--- config.mk ---
export PLATFORM = sky130hd
export DESIGN_NAME = stepper_motion_tracker
export DESIGN_NICKNAME = d
export VERILOG_FILES = /design/src/rtl/stepper_motion_tracker.sv
export SDC_FILE = /design/constraint.sdc
export NUM_CORES = 1
export LEC_CHECK = 0
export CAP_MARGIN = 10
export CORE_MARGIN = 4
export CORE_UTILIZATION = 60
export CTS_CLUSTER_SIZE = 8
export DETAILED_ROUTE_END_ITERATION = 12
export PLACE_DENSITY = 0.9
export SYNTH_ARGS = -nofsm -noshare
export SYNTH_HDL_FRONTEND = slang
export SYNTH_SLANG_ARGS = --single-unit
--- constraint.sdc ---
create_clock -name clk -period 6.1 [get_ports clk]
set_clock_uncertainty 0.1 [all_clocks]
set_input_delay 1.525 -clock clk [delete_from_list [all_inputs] [get_ports clk]]
set_output_delay 1.525 -clock clk [all_outputs]
set_load 0.01 [all_outputs]
--- src/rtl/stepper_motion_tracker.sv ---
// Motion state tracker for a stepper half-step index stream: direction, signed position,
// step period, skipped-step detection and fault handling, all outputs registered.
module stepper_motion_tracker #(
    parameter int POS_WIDTH     = 16,
    parameter int PERIOD_WIDTH  = 20,
    parameter int IDLE_TIMEOUT  = 100000,
    parameter int INVALID_LIMIT = 4
) (
    input  logic                    clk,
    input  logic                    reset,
    input  logic [2:0]              step,
    input  logic                    invalid,
    input  logic                    position_zero,
    input  logic                    clear_fault,
    output logic [POS_WIDTH-1:0]    position,
    output logic                    direction,
    output logic                    moving,
    output logic                    step_pulse,
    output logic [PERIOD_WIDTH-1:0] step_period,
    output logic                    period_valid,
    output logic                    skip_error,
    output logic                    fault,
    output logic [1:0]              state_dbg
);

    typedef enum logic [1:0] {
        IDLE  = 2'd0,
        FWD   = 2'd1,
        REV   = 2'd2,
        FAULT = 2'd3
    } state_t;

    localparam int INV_W = $clog2(INVALID_LIMIT + 1);
    localparam logic [INV_W-1:0]        INV_LIM    = INV_W'(INVALID_LIMIT);
    localparam logic [INV_W-1:0]        INV_LIM_M1 = INV_W'(INVALID_LIMIT - 1);
    localparam logic [PERIOD_WIDTH-1:0] PERIOD_MAX = '1;
    localparam logic [PERIOD_WIDTH-1:0] TIMEOUT_M1 = PERIOD_WIDTH'(IDLE_TIMEOUT - 1);

    state_t                  state_q, state_d;
    logic [2:0]              prev_step_q, prev_step_d;
    logic [INV_W-1:0]        inv_cnt_q, inv_cnt_d;
    logic [PERIOD_WIDTH-1:0] period_cnt_q, period_cnt_d;
    logic [POS_WIDTH-1:0]    position_q, position_d;
    logic                    direction_q, direction_d;
    logic                    step_pulse_q, step_pulse_d;
    logic [PERIOD_WIDTH-1:0] step_period_q, step_period_d;
    logic                    period_valid_q, period_valid_d;
    logic                    skip_error_q, skip_error_d;

    logic [2:0]              delta;
    logic [POS_WIDTH-1:0]    delta_ext;
    logic [POS_WIDTH-1:0]    pos_base;
    logic                    fwd_ev, rev_ev, amb, inv_trip, fault_cond, step_ev, same_dir;

    always_comb begin
        delta      = step - prev_step_q;
        // A 3-bit two's complement delta of 1,2,6,7 is exactly +1,+2,-2,-1 half-steps.
        delta_ext  = {{(POS_WIDTH-3){delta[2]}}, delta};
        fwd_ev     = (delta == 3'd1) || (delta == 3'd2);
        rev_ev     = (delta == 3'd6) || (delta == 3'd7);
        amb        = (delta != 3'd0) && !fwd_ev && !rev_ev;
        inv_trip   = invalid && (inv_cnt_q >= INV_LIM_M1);
        fault_cond = amb || inv_trip;
        step_ev    = (state_q != FAULT) && (fwd_ev || rev_ev) && !fault_cond;
        same_dir   = ((state_q == FWD) && fwd_ev) || ((state_q == REV) && rev_ev);

        state_d        = state_q;
        prev_step_d    = step;
        inv_cnt_d      = '0;
        period_cnt_d   = (period_cnt_q == PERIOD_MAX) ? PERIOD_MAX : period_cnt_q + 1'b1;
        direction_d    = direction_q;
        step_pulse_d   = step_ev;
        step_period_d  = step_period_q;
        period_valid_d = 1'b0;
        skip_error_d   = step_ev && ((delta == 3'd2) || (delta == 3'd6));

        if (invalid) begin
            inv_cnt_d = (inv_cnt_q == INV_LIM) ? inv_cnt_q : inv_cnt_q + 1'b1;
        end

        // Zeroing applies first so a coincident step lands on the fresh origin.
        pos_base   = position_zero ? '0 : position_q;
        position_d = step_ev ? pos_base + delta_ext : pos_base;

        if (step_ev) begin
            period_cnt_d = '0;
            direction_d  = fwd_ev;
        end

        case (state_q)
            IDLE: begin
                if (fault_cond)   state_d = FAULT;
                else if (step_ev) state_d = fwd_ev ? FWD : REV;
            end
            FWD, REV: begin
                if (fault_cond) begin
                    state_d = FAULT;
                end else if (step_ev) begin
                    if (same_dir) begin
                        step_period_d  = (period_cnt_q == PERIOD_MAX) ? PERIOD_MAX
                                                                      : period_cnt_q + 1'b1;
                        period_valid_d = 1'b1;
                    end else begin
                        state_d = fwd_ev ? FWD : REV;
                    end
                end else if (period_cnt_q >= TIMEOUT_M1) begin
                    state_d = IDLE;
                end
            end
            FAULT: begin
                if (clear_fault && !fault_cond) state_d = IDLE;
            end
            default: state_d = IDLE;
        endcase
    end

    always_ff @(posedge clk or negedge reset) begin
        if (!reset) begin
            state_q        <= IDLE;
            prev_step_q    <= '0;
            inv_cnt_q      <= '0;
            period_cnt_q   <= '0;
            position_q     <= '0;
            direction_q    <= 1'b0;
            step_pulse_q   <= 1'b0;
            step_period_q  <= '0;
            period_valid_q <= 1'b0;
            skip_error_q   <= 1'b0;
        end else begin
            state_q        <= state_d;
            prev_step_q    <= prev_step_d;
            inv_cnt_q      <= inv_cnt_d;
            period_cnt_q   <= period_cnt_d;
            position_q     <= position_d;
            direction_q    <= direction_d;
            step_pulse_q   <= step_pulse_d;
            step_period_q  <= step_period_d;
            period_valid_q <= period_valid_d;
            skip_error_q   <= skip_error_d;
        end
    end

    assign position     = position_q;
    assign direction    = direction_q;
    assign moving       = (state_q == FWD) || (state_q == REV);
    assign step_pulse   = step_pulse_q;
    assign step_period  = step_period_q;
    assign period_valid = period_valid_q;
    assign skip_error   = skip_error_q;
    assign fault        = (state_q == FAULT);
    assign state_dbg    = state_q;

endmodule

==> results.sh <==
export IMPL_status="completed"
export IMPL_hold_viol_final=0
export IMPL_powerDensity_nw_per_um2=411
export IMPL_dp_worst_setup_slack_ns=0.459
export IMPL_clockBufferDepth=2
export IMPL_synth_top_cells_by_count="68 x dfrtp_1, 57 x nor2_1, 54 x nand2_1"
export IMPL_drc=0
export IMPL_cts_root_buf="clkbuf_8"
export IMPL_num_fill_cells=464
export IMPL_finalNonFillerCells=578
export IMPL_max_freq_mhz=187
export IMPL_numCtsBuffers=9
export IMPL_cp_start_kind="primary input"
export IMPL_yosysWarnings=0
export IMPL_grt_overflow_total=0
export IMPL_maxCapViolCount=0
export IMPL_ys_ff_latch=68
export IMPL_drive_above_1_share=0.0978
export IMPL_worst_pin_slew_ns=0.833
export IMPL_async_reset_ff_frac=1.00
export IMPL_design_area_um2=4860
export IMPL_synth_top_area_share=0.415
export IMPL_cp_arrival_ns=5.52
export IMPL_fin_util=0.748
export IMPL_avgViaCountPerCell=5.90
export IMPL_clk_pin_slew_ns=0.08
export IMPL_hp_class="reg2reg"
export IMPL_synth_seq_area_share=0.415
export IMPL_cts_sinks=68
export IMPL_hpwl_mm=6.01
export IMPL_clk_latency_ns=0.36
export IMPL_start_util=0.631
export IMPL_post_dp_cell_area_um2=4620
export IMPL_ant_nets=0
export IMPL_holdWs_ns=0.384
export IMPL_fin_ws_ns=0.760
export IMPL_synth_flop_cell="dfrtp_1"
export IMPL_n_antenna_cell=0
export IMPL_synthCells=449
export IMPL_cts_tree="built"
export IMPL_areaGrowthSynthToFinish_pct=18.5
export IMPL_synth_cell_types=59
export IMPL_drv_slew=0
export IMPL_firstDrtPassIters=4
export IMPL_design_core_area_um2=6490
export IMPL_wire_per_inst_um=15.4
export IMPL_rsz0062_at_grt="false"
export IMPL_reg2reg_slack_ns=2.14
export IMPL_setup_tns_ns=0
export IMPL_dp_cells=562
export IMPL_synth_avg_cell_area_um2=9.13
export IMPL_period_needed_ns=5.34
export IMPL_seq_area_um2=1700
export IMPL_finalSetupViolCount=0
export IMPL_netlist_area_um2=4100
export IMPL_cp_end_kind="flip-flop"
export IMPL_rows=29
export IMPL_relSlewSlack=0.445
export IMPL_synth_enable_flop_cells=0
export IMPL_multiInputGateArea_um2=2210
export IMPL_final_nets=524
export IMPL_synthTopCellsByArea="dfrtp_1 42%, xnor2_1 6.4%, ha_1 5.8%, nor2_1 5.2%, nand2_1 4.9%"
export IMPL_track_usage=0.230
export IMPL_antenna_found_initial=0
export IMPL_drt_total_wl_mm=8.90
export IMPL_irDropWorstVdd_v=0.000246
export IMPL_finalPower_mw=2.00
export IMPL_via_count=3410
export IMPL_ctsHoldBuffers=0
export IMPL_cts_max_level=3
export IMPL_post_cts_setup_buffers=0
export IMPL_grt_pass1_vias=3371
export IMPL_grt_max_degree=69
export IMPL_critPathMaxFanout=32
export IMPL_first_iter_violations=169
export IMPL_cts_resized=0
export IMPL_ios=52
export IMPL_die_area_um2=8220
export IMPL_cp_data_required_time_ns=6.28
export IMPL_yosysTopAreaCell="dfrtp_1"
export IMPL_fp_dieW_um=90.7
export IMPL_yosysMostFrequentCell="dfrtp_1"
export IMPL_critPathKind="in2reg"
export IMPL_place_congestion=0.869
export IMPL_fin_crit_sh=0.875
export IMPL_die_h_um=90.7
export IMPL_port_buffers=51
export IMPL_grt_pass1_wl_mm=15.5
export IMPL_synth_nets=477
export IMPL_leakagePower_nw=2.14
-- layer usage --
metal  wire, um  up-vias  GRT usage
met5          0        -          0
met4        221        0      0.106
met3        356       23     0.0425
li1           -     1655          -
met1       3900     1640      0.290
met2       4420       92      0.382
-- layout make-up --
type                    count  share of cell area
repair buffers             55               0.110
well taps                  77              0.0198
inverters                  20              0.0160
clock inverters             5              0.0173
clock buffers              11              0.0312
flip-flops and latches     68               0.350
multi-input cells         342               0.455
-- worst max-delay path, cell delays in order --
cell,delay (ns)
clkdlybuf4s50_1,0.51
inv_1,0.06
ha_1,0.21
fa_1,0.42
xnor3_2,0.50
inv_4,0.24
ha_1,0.44
a21oi_1,0.26
inv_1,0.08
maj3_1,0.35
a21oi_1,0.16
o31a_1,0.23
nor2_1,0.06
o32ai_1,0.28
xor2_1,0.19
-- where the power goes --
part	switching, mW	leakage, nW	total (mW)	internal, mW
sequential	0.0804	0.907	0.642	0.561
combinational	0.491	1.13	0.919	0.428
clock	0.183	0.112	0.436	0.253
total	0.754	2.14	2.00	1.24
-- cell families (layout without fill, tap and decap cells) --
family | count (synthesis) | count (layout) | share of synthesized area
flip-flops | 68 | 68 | 0.415
adder cells (fa/ha/maj) | 21 | 21 | 0.0653
buffers and inverters | 39 | 91 | 0.0458
multiplexers | 7 | 7 | 0.0174
AO/OA/AOI/OAI | 96 | 96 | 0.164
XOR/XNOR | 40 | 40 | 0.0891
AND/OR/NAND/NOR | 178 | 178 | 0.204
-- layout by cell type, fill, tap and decap left out, drive strengths merged, types with 3 or more instances in the layout --
cell and instances:
dfrtp 68, nor2 58, nand2 54, clkdlybuf4s50 50, o21ai 39, xnor2 30
inv 20, ha 19, a21oi 16, nand3 14, nor2b 13, clkbuf 11
xor2 9, nand2b 7, nand4 6, mux2i 6, nor3 6, buf 5
and3 4, o22ai 4, o211ai 4, a21boi 4, a211oi 3, a31oi 3
o21bai 3, nor4 3, or2 3
-- registers in the layout, indices dropped and copies added, names as in the netlist --
name,flops
skip_error,1
period_cnt_q,20
state_dbg,2
position,16
prev_step_q,3
period_valid,1
inv_cnt_q,3
step_period,20
step_pulse,1
direction,1
-- worst paths after layout --
path,start,endpoint,cells after the start
max reg2reg,prev_step_q[0],position[14],13
min,step_period[1],step_period[1],2
max,step[0],position[14],15
min reg2reg,step_period[1],step_period[1],2
max in group asynchronous,reset,position[3],2
min in group asynchronous,reset,step_period[1],2
Note: power is estimated with default switching activity, not from simulation.
